File: src/rtl/mm_job_arbiter.sv
// Shares one streaming 4x4 matrix-multiply engine between two AXI-Stream requesters,
// one whole job at a time, and pulses the engine reset between jobs.
module mm_job_arbiter #(
  parameter int pDATA_WIDTH = 32,
  parameter int pIN_WORDS   = 32,
  parameter int pOUT_WORDS  = 16,
  parameter int pRST_CYC    = 2
) (
  input  logic                   axis_clk,
  input  logic                   axis_rst_n,
  input  logic                   s0_tvalid,
  input  logic [pDATA_WIDTH-1:0] s0_tdata,
  input  logic                   s0_tlast,
  output logic                   s0_tready,
  input  logic                   s1_tvalid,
  input  logic [pDATA_WIDTH-1:0] s1_tdata,
  input  logic                   s1_tlast,
  output logic                   s1_tready,
  output logic                   r0_tvalid,
  output logic [pDATA_WIDTH-1:0] r0_tdata,
  output logic                   r0_tlast,
  input  logic                   r0_tready,
  output logic                   r1_tvalid,
  output logic [pDATA_WIDTH-1:0] r1_tdata,
  output logic                   r1_tlast,
  input  logic                   r1_tready,
  output logic                   e_ss_tvalid,
  output logic [pDATA_WIDTH-1:0] e_ss_tdata,
  output logic                   e_ss_tlast,
  input  logic                   e_ss_tready,
  input  logic                   e_sm_tvalid,
  input  logic [pDATA_WIDTH-1:0] e_sm_tdata,
  output logic                   e_sm_tready,
  output logic                   eng_rst_n,
  output logic                   owner,
  output logic                   busy,
  output logic                   err_tlast,
  output logic [15:0]            job_cnt0,
  output logic [15:0]            job_cnt1
);

  localparam int MAX_WORDS = (pIN_WORDS > pOUT_WORDS) ? pIN_WORDS : pOUT_WORDS;
  localparam int CNT_W     = $clog2(MAX_WORDS + 1);
  localparam int RST_W     = $clog2(pRST_CYC) + 1;
  localparam logic [CNT_W-1:0] IN_LAST  = CNT_W'(pIN_WORDS - 1);
  localparam logic [CNT_W-1:0] OUT_LAST = CNT_W'(pOUT_WORDS - 1);
  localparam logic [RST_W-1:0] RST_LAST = RST_W'(pRST_CYC - 1);

  typedef enum logic [1:0] {IDLE, FEED, DRAIN, ERST} state_e;

  state_e           state_q, state_d;
  logic             owner_q, owner_d;
  logic             lastGrant_q, lastGrant_d;
  logic [CNT_W-1:0] inCnt_q, inCnt_d;
  logic [CNT_W-1:0] outCnt_q, outCnt_d;
  logic [RST_W-1:0] rstCnt_q, rstCnt_d;
  logic             errTlast_q, errTlast_d;
  logic [15:0]      jobCnt0_q, jobCnt0_d;
  logic [15:0]      jobCnt1_q, jobCnt1_d;
  logic             engRstN_q, engRstN_d;

  logic                   selSValid;
  logic [pDATA_WIDTH-1:0] selSData;
  logic                   selSLast;
  logic                   selRReady;
  logic                   isInLast;
  logic                   isOutLast;
  logic                   inHs;
  logic                   outHs;

  assign selSValid = owner_q ? s1_tvalid : s0_tvalid;
  assign selSData  = owner_q ? s1_tdata  : s0_tdata;
  assign selSLast  = owner_q ? s1_tlast  : s0_tlast;
  assign selRReady = owner_q ? r1_tready : r0_tready;
  assign isInLast  = (inCnt_q == IN_LAST);
  assign isOutLast = (outCnt_q == OUT_LAST);
  assign inHs      = (state_q == FEED) && selSValid && e_ss_tready;
  assign outHs     = (state_q == DRAIN) && e_sm_tvalid && selRReady;

  // Zero-latency stream muxing; only the current owner ever sees a ready or a result.
  always_comb begin
    s0_tready   = 1'b0;
    s1_tready   = 1'b0;
    e_ss_tvalid = 1'b0;
    e_ss_tdata  = '0;
    e_ss_tlast  = 1'b0;
    e_sm_tready = 1'b0;
    r0_tvalid   = 1'b0;
    r0_tdata    = '0;
    r0_tlast    = 1'b0;
    r1_tvalid   = 1'b0;
    r1_tdata    = '0;
    r1_tlast    = 1'b0;
    if (state_q == FEED) begin
      e_ss_tvalid = selSValid;
      e_ss_tdata  = selSData;
      e_ss_tlast  = isInLast;
      if (owner_q) s1_tready = e_ss_tready;
      else         s0_tready = e_ss_tready;
    end
    if (state_q == DRAIN) begin
      e_sm_tready = selRReady;
      if (owner_q) begin
        r1_tvalid = e_sm_tvalid;
        r1_tdata  = e_sm_tdata;
        r1_tlast  = isOutLast;
      end else begin
        r0_tvalid = e_sm_tvalid;
        r0_tdata  = e_sm_tdata;
        r0_tlast  = isOutLast;
      end
    end
  end

  always_comb begin
    state_d     = state_q;
    owner_d     = owner_q;
    lastGrant_d = lastGrant_q;
    inCnt_d     = inCnt_q;
    outCnt_d    = outCnt_q;
    rstCnt_d    = rstCnt_q;
    errTlast_d  = errTlast_q;
    jobCnt0_d   = jobCnt0_q;
    jobCnt1_d   = jobCnt1_q;
    engRstN_d   = 1'b1;
    case (state_q)
      IDLE: begin
        if (s0_tvalid || s1_tvalid) begin
          state_d = FEED;
          owner_d = (s0_tvalid && s1_tvalid) ? ~lastGrant_q : s1_tvalid;
        end
      end
      FEED: begin
        if (inHs) begin
          if (selSLast != isInLast) errTlast_d = 1'b1;
          if (isInLast) begin
            inCnt_d = '0;
            state_d = DRAIN;
          end else begin
            inCnt_d = inCnt_q + 1'b1;
          end
        end
      end
      DRAIN: begin
        if (outHs) begin
          if (isOutLast) begin
            outCnt_d    = '0;
            rstCnt_d    = '0;
            state_d     = ERST;
            engRstN_d   = 1'b0;
            lastGrant_d = owner_q;
            if (owner_q) jobCnt1_d = jobCnt1_q + 16'd1;
            else         jobCnt0_d = jobCnt0_q + 16'd1;
          end else begin
            outCnt_d = outCnt_q + 1'b1;
          end
        end
      end
      ERST: begin
        // Engine reset is registered so it drops on the cycle ERST is entered and rises on leaving.
        engRstN_d = 1'b0;
        if (rstCnt_q == RST_LAST) begin
          rstCnt_d  = '0;
          state_d   = IDLE;
          engRstN_d = 1'b1;
        end else begin
          rstCnt_d = rstCnt_q + 1'b1;
        end
      end
      default: state_d = IDLE;
    endcase
  end

  always_ff @(posedge axis_clk or negedge axis_rst_n) begin
    if (!axis_rst_n) begin
      state_q     <= IDLE;
      owner_q     <= 1'b0;
      lastGrant_q <= 1'b1;
      inCnt_q     <= '0;
      outCnt_q    <= '0;
      rstCnt_q    <= '0;
      errTlast_q  <= 1'b0;
      jobCnt0_q   <= '0;
      jobCnt1_q   <= '0;
      engRstN_q   <= 1'b0;
    end else begin
      state_q     <= state_d;
      owner_q     <= owner_d;
      lastGrant_q <= lastGrant_d;
      inCnt_q     <= inCnt_d;
      outCnt_q    <= outCnt_d;
      rstCnt_q    <= rstCnt_d;
      errTlast_q  <= errTlast_d;
      jobCnt0_q   <= jobCnt0_d;
      jobCnt1_q   <= jobCnt1_d;
      engRstN_q   <= engRstN_d;
    end
  end

  assign eng_rst_n = engRstN_q;
  assign owner     = owner_q;
  assign busy      = (state_q != IDLE);
  assign err_tlast = errTlast_q;
  assign job_cnt0  = jobCnt0_q;
  assign job_cnt1  = jobCnt1_q;

endmodule

File: config.mk
export PLATFORM = sky130hd
export DESIGN_NAME = mm_job_arbiter
export DESIGN_NICKNAME = d
export VERILOG_FILES = /design/src/rtl/mm_job_arbiter.sv
export SDC_FILE = /design/constraint.sdc
export NUM_CORES = 1
export LEC_CHECK = 0
export BUFFER_PORTS_ARGS = -buffer_cell sky130_fd_sc_hd__buf_2
export CAP_MARGIN = 10
export CORE_ASPECT_RATIO = 0.6
export CORE_MARGIN = 4
export CORE_UTILIZATION = 40
export CTS_CLUSTER_DIAMETER = 150
export DETAILED_ROUTE_END_ITERATION = 6
export PLACE_DENSITY_LB_ADDON = 0.05
export SYNTH_ARGS = -nofsm -noshare
export SYNTH_HDL_FRONTEND = slang
export SYNTH_SLANG_ARGS = --single-unit
File: constraint.sdc
create_clock -name axis_clk -period 4 [get_ports axis_clk]
set_input_delay 0.4 -clock axis_clk [delete_from_list [all_inputs] [get_ports axis_clk]]
set_output_delay 0.4 -clock axis_clk [all_outputs]
set_load 0.01 [all_outputs]
==> impl_metrics.env, run 1 <==
export IMPL_status="finished, final reports clean"
export IMPL_die_y_um=82.23
export IMPL_synth_edf_count=0
export IMPL_synth_top_area_cell="dfrtp_1"
export IMPL_insertedDiodeCount=0
export IMPL_clock_sinks=52
export IMPL_drive_above_1_share=0.4506
export IMPL_synth_seq_cells=52
export IMPL_synth_area_leaders="dfrtp_1 (35%), mux2i_1 (9.3%), xnor2_1 (7.9%)"
export IMPL_grt_pass1_vias=3504
export IMPL_hpwl_um=9289
export IMPL_finalHoldViolCount=0
export IMPL_die_w_um=131.7
export IMPL_area_delta_synth_final_pct=38.96
export IMPL_wl_um=11440
export IMPL_synth_cells=384
export IMPL_maxCapViolCount=0
export IMPL_layout_nets=731
export IMPL_crit_type="reg2out"
export IMPL_cellPowerDensity_nw_per_um2=478.8
export IMPL_power_static_leakage_uw=0.002996
export IMPL_num_rows=26
export IMPL_grt_total_usage=0.1962
export IMPL_slew_viol_final=0
export IMPL_seq_power_share=0.321
export IMPL_io_buffers=246
export IMPL_switching_power_uw=1009
export IMPL_antenna_found_initial=0
export IMPL_gp_congestion=0.9099
export IMPL_cts_buffer_depth=2
export IMPL_start_util=0.4214
export IMPL_firstDrtPassIters=4
export IMPL_total_power_uw=2444
export IMPL_grt_max_degree=83
export IMPL_max_vdd_ir_drop_mv=0.3294
export IMPL_synth_top_cell_area_share=0.3474
export IMPL_worstPathArrival_ps=2590
export IMPL_postCtsResizedCells=0
export IMPL_wl_per_cell_um=15.69
export IMPL_synthArstFlopShare=1.000
export IMPL_cts_setup_buffers=0
export IMPL_tns_ps=0
export IMPL_cts_made_buffers=5
export IMPL_ys_flop_type="dfrtp_1"
export IMPL_drc_errors=0
export IMPL_power_frac_clock=0.178
export IMPL_drtIter0Drc=158
export IMPL_skew_ps=3.709
export IMPL_layout_common_cells="buf_2 (246), dfrtp_1 (50), and3_1 (45)"
export IMPL_gr_total_overflow=0
export IMPL_synth_cell_types=46
export IMPL_cts_tree="done"
export IMPL_cts_root_buf="clkbuf_16"
export IMPL_ys_seq_area_frac=0.3546
export IMPL_h_tree_depth=2
export IMPL_fillers=806
export IMPL_worstPathMaxFanout=23
export IMPL_dp_slack_ps=1303
export IMPL_grt_pass1_wl_um=17550
export IMPL_synth_nets=499
export IMPL_end_kind="output pin"
export IMPL_swShare=0.4128
export IMPL_worst_slack_ps=1008
export IMPL_max_freq_ghz=0.3342
export IMPL_final_common_cell="buf_2"
export IMPL_p_int_uw=1435
export IMPL_start_kind="register"
export IMPL_cts_hold_buf=0
export IMPL_ios=247
export IMPL_grt_setup_unrepaired="false"
export IMPL_layout_worst_path_cycle_share=0.7481
export IMPL_setup_viol=0
export IMPL_period_minus_slack_ps=2992
export IMPL_synthesis_area_um2=3674
export IMPL_dieArea_um2=10830
export IMPL_synth_avg_cell_area_um2=9.566
export IMPL_required_ps=3600
export IMPL_worstMarginPinSlew_ps=1002
export IMPL_vias_per_cell=4.977
export IMPL_clk_pin_slew_ps=70
export IMPL_yosys_warnings=0
export IMPL_clock_latency_ps=290
export IMPL_vias=3628
export IMPL_hp_class="in2async"
export IMPL_ant_nets=0
export IMPL_p_comb_frac=0.501
export IMPL_relSlewSlack=0.3320
export IMPL_core_area_um2=8718
==> final cells by class <==
class                           count  area (um^2)  area share
Sequential cell                    52         1306      0.2559
Clock inverter                      3        25.02    0.004902
Multi-Input combinational cell    300         2217      0.4343
Clock buffer                        5        125.1     0.02451
Tap cell                          112        140.1     0.02745
Timing Repair Buffer              251         1269      0.2485
Inverter                            6        22.52    0.004412
==> kinds of logic after synthesis <==
group | synth area share
AND/OR/NAND/NOR | 0.3280
flip-flops | 0.3546
multiplexers | 0.1233
XOR/XNOR | 0.08345
buffers and inverters | 0.04189
AO/OA/AOI/OAI | 0.03815
adder cells (fa/ha/maj) | 0.03065
==> worst paths after layout <==
path,from,endpoint,slack [ps],cells past startpoint
worst max-delay path,state_q[0]$_DFFE_PN0P_,r0_tdata[16],1010,7
worst min register to register,job_cnt1[15]$_DFFE_PN0P_,job_cnt1[15]$_DFFE_PN0P_,470,1
worst max register to register,state_q[0]$_DFFE_PN0P_,job_cnt0[1]$_DFFE_PN0P_,1320,8
worst min-delay path,axis_rst_n,job_cnt0[12]$_DFFE_PN0P_,120,1
min in group axis_clk,s1_tvalid,owner$_DFFE_PN0P_,420,3
max in group asynchronous,axis_rst_n,lastGrant_q$_DFFE_PN1P_,3050,2
==> stage by stage <==
step                      area, um^2  cells    util  hold slack (ps)
after global routing            5105    729  0.5855            166.6
after global placement          4955    721  0.5683            439.4
after detailed placement        4955    721  0.5683            459.4
after floorplan                 3674    384       -            104.4
final                           5105    729  0.5855            123.8
after CTS                       5105    729  0.5855            146.7
==> layer usage <==
metal | global-route usage | vias up | part of all wire
met2 | 0.3438 | 110 | 0.51
met3 | 0.04479 | 10 | 0.060
met4 | 0.03564 | 0 | 0.011
met5 | 0 | - | 0
met1 | 0.2553 | 1704 | 0.42
li1 | - | 1804 | -
==> synth_stat cells (3+ instances only) <==
master / number
ha_1: 9
nand2_1: 11
xnor2_1: 33
nor2_1: 15
mux2_2: 8
nand3_1: 13
buf_2: 6
mux2i_1: 34
clkbuf_1: 17
and3_1: 45
dfrtp_1: 51
nand4_1: 16
a21oi_1: 3
and4_1: 5
o21ai_0: 4
nor2b_1: 34
and2_1: 37
inv_1: 6
==> registers in the layout, summed over array words and instances, names as in the netlist, 2 cells and up <==
name	flops
job_cnt0	16
state_q	2
job_cnt1	16
rstCnt_q	2
inCnt_q	6
outCnt_q	6
==> power groups by stage <==
| stage | clock network, uW | logic [uW] | registers, uW |
|---|---|---|---|
| 2_1_floorplan | 0 | 918 | 648 |
| 5_1_grt | 470 | 1350 | 806 |
| 4_1_cts | 448 | 1240 | 784 |
| 3_5_place_dp | 0 | 1240 | 794 |
| 6_report | 435 | 1230 | 784 |
| 3_3_place_gp | 0 | 1220 | 787 |
==> worst max-delay path, cell delays in order (launching register included) <==
cell and delay [ps]:
dfrtp_1 400, inv_1 120, ha_1 480, inv_1 230, nor2_1 480, buf_4 310, and2_1 150, buf_2 130
(Power assumes the default switching activity.)
==> run 2: changes to the inputs <==
- ABC_AREA: not set -> 1
- clock period: 4 -> 3.15 ns (I/O delays scaled with it)
==> run 2 against run 1 <==
  * Final cell count grew 34%
  * Synthesized cell count grew 58%
  * Total power grew 20%
  * Critical path depth shrank 2
  * Largest power group unchanged
  * Clock skew shrank 1.0 ps
  * Final area grew 4.1%
  * Flip-flop and latch count is the same
  * Critical endpoint is now r0_tdata[29]
  * Global-route usage grew 2.2 points
  * Count of clock-buffer cells in the layout grew 1
  * Via count grew 25%
==> impl_metrics.env, run 2 <==
export IMPL_hpwl_um=10310
export IMPL_cts_tree="done"
export IMPL_period_minus_slack_ps=2578
export IMPL_rrSetupSlack_ps=1100
export IMPL_r2r_start="owner$_DFFE_PN0P_"
export IMPL_hold_depth=3
export IMPL_crit_type="reg2out"
export IMPL_clock_latency_ps=290
export IMPL_critPathLaunch="state_q[0]$_DFFE_PN0P_"
export IMPL_max_freq_ghz=0.3879
export IMPL_antenna_found_initial=1
export IMPL_synthArstFlopShare=1.000
export IMPL_fillers=940
export IMPL_worstMarginPinSlew_ps=1038
export IMPL_rr_endpoint="job_cnt0[13]$_DFFE_PN0P_"
export IMPL_cts_made_buffers=5
export IMPL_crit_path_end="r0_tdata[29]"
export IMPL_ys_top_cells_by_count="nand2_1 (189), nor2_1 (114), inv_1 (78)"
export IMPL_yosys_warnings=0
export IMPL_wl_um=12750
export IMPL_synth_nets=721
export IMPL_worst_slack_ps=572.0
export IMPL_grt_pass1_vias=4258
export IMPL_hp_class="in2reg"
export IMPL_grt_max_degree=41
export IMPL_multi_input_area_um2=2121
export IMPL_insertedDiodeCount=0
export IMPL_maxCapViolCount=0
export IMPL_yosys_area_share_adder=0.02934
export IMPL_worstPathMaxFanout=34
export IMPL_synth_most_common_cell="nand2_1"
export IMPL_start_util=0.4147
export IMPL_dp_slack_ps=864.2
export IMPL_slew_viol_final=0
export IMPL_end_kind="output pin"
export IMPL_vias=4527
export IMPL_cts_hold_buf=1
export IMPL_finalHoldViolCount=0
export IMPL_synth_top_cell_area_share=0.3325
export IMPL_skew_ps=2.673
export IMPL_synth_compound_area_share=0.08312
export IMPL_vias_per_cell=4.643
export IMPL_grt_pass1_wl_um=20600
export IMPL_muxShareOfSynthArea=0
export IMPL_synth_cell_types=32
export IMPL_cellPowerDensity_nw_per_um2=552.6
export IMPL_layout_nets=959
export IMPL_firstDrtPassIters=4
export IMPL_drive_above_1_share=0.3278
export IMPL_io_buffers=246
export IMPL_cts_setup_buffers=0
export IMPL_layout_common_cells="buf_2 (246), nand2_1 (189), nor2_1 (114)"
export IMPL_core_area_um2=9256
export IMPL_synthSimpleGateAreaFrac=0.3856
export IMPL_ant_nets=0
export IMPL_synth_edf_count=0
export IMPL_start_kind="register"
export IMPL_cts_buffer_depth=2
export IMPL_clock_sinks=52
export IMPL_relSlewSlack=0.3066
export IMPL_ios=247
export IMPL_regArea_um2=1303
export IMPL_cts_root_buf="clkbuf_16"
export IMPL_synth_area_leaders="dfrtp_1 (33%), nand2_1 (18%), nor2_1 (11%)"
export IMPL_max_vdd_ir_drop_mv=0.2840
export IMPL_gr_total_overflow=0
export IMPL_r2r_cells=10
export IMPL_synth_seq_cells=52
export IMPL_grt_setup_unrepaired="false"
export IMPL_grt_total_usage=0.2181
export IMPL_h_tree_depth=2
export IMPL_worstPathArrival_ps=2260
export IMPL_ys_flop_type="dfrtp_1"
export IMPL_die_y_um=83.88
export IMPL_required_ps=2830
export IMPL_layout_worst_path_cycle_share=0.8184
export IMPL_synthXorXnorAreaFrac=0.05443
export IMPL_clk_pin_slew_ps=70
export IMPL_drtIter0Drc=203
export IMPL_dieArea_um2=11280
export IMPL_setup_viol=0
export IMPL_gp_congestion=0.8590
export IMPL_power_static_leakage_uw=0.003285
export IMPL_wl_per_cell_um=13.08
export IMPL_synth_top_family_by_area="simple AND/OR/NAND/NOR gates"
export IMPL_num_rows=27
export IMPL_postCtsResizedCells=0
export IMPL_drc_errors=0
export IMPL_tns_ps=0
export IMPL_synth_cells=606
export IMPL_area_delta_synth_final_pct=38.43
export IMPL_ys_seq_area_frac=0.3393
export IMPL_die_w_um=134.5
export IMPL_synthesis_area_um2=3839
export IMPL_status="finished, final reports clean"
export IMPL_synth_avg_cell_area_um2=6.334
export IMPL_synth_top_area_cell="dfrtp_1"
export IMPL_final_common_cell="buf_2"
-- run 2: changes by cell type after synthesis, moves of 7 or more --
cell	before	now
nand2_1	11	189
nor2_1	15	114
inv_1	6	78
and3_1	45	0
and2_1	37	0
mux2i_1	34	0
nor2b_1	34	0
a21oi_1	3	35
xnor2_1	33	13
o21ai_0	4	22
nand3_1	13	24
clkbuf_1	17	8
mux2_2	8	0
xor2_1	2	9
-- run 2: worst max-delay path, stage by stage (launching register included) --
cell,delay (ps)
dfrtp_1,410
inv_1,120
ha_1,320
nand2_1,640
nor2_1,290
buf_2,180
-- run 2: how the worst min path moves through the flow --
stage | from | endpoint
2_1_floorplan | axis_rst_n | eng_rst_n$_DFF_PN0_
3_3_place_gp | axis_rst_n | job_cnt1[7]$_DFFE_PN0P_
3_5_place_dp | axis_rst_n | job_cnt1[7]$_DFFE_PN0P_
4_1_cts | s1_tvalid | owner$_DFFE_PN0P_
5_1_grt | s1_tvalid | owner$_DFFE_PN0P_
6_report | s1_tvalid | owner$_DFFE_PN0P_
-- run 2: layout make-up --
type,count,share of cell area
clock buffers,6,0.02614
clock inverters,2,0.001884
inverters,82,0.05792
multi-input cells,452,0.3991
flip-flops and latches,52,0.2451
well taps,130,0.03061
repair buffers,251,0.2392
-- run 2: logic make-up (layout without fill, tap and decap cells) --
kind of cell,after synthesis,in the layout
AO/OA/AOI/OAI,62,62
XOR/XNOR,23,23
adder cells (fa/ha/maj),9,9
buffers and inverters,102,341
flip-flops,52,52
AND/OR/NAND/NOR,358,358
-- run 2: metrics by stage --
step	instance area (um^2)	hold slack, ps	util	instances	power [uW]
2_1_floorplan	3839	19.41	-	606	1836
3_3_place_gp	5155	255.4	0.5569	966	2376
3_5_place_dp	5155	262.1	0.5569	966	2407
4_1_cts	5314	308.3	0.5741	975	2971
5_1_grt	5314	376.6	0.5741	975	3185
6_report	5314	328.8	0.5741	975	2937
-- run 2: where the power goes --
part | internal [uW] | switching, uW | total (uW)
combinational | 552 | 994 | 1550
sequential | 759 | 81.2 | 840
clock | 314 | 237 | 550
total | 1630 | 1310 | 2940
-- run 2: layer usage --
layer	vias to the layer above	part of all wire	GRT usage
li1	2332	-	-
met3	28	0.056	0.05060
met5	-	0.0010	0
met2	130	0.48	0.3655
met1	2035	0.44	0.2838
met4	2	0.019	0.05638
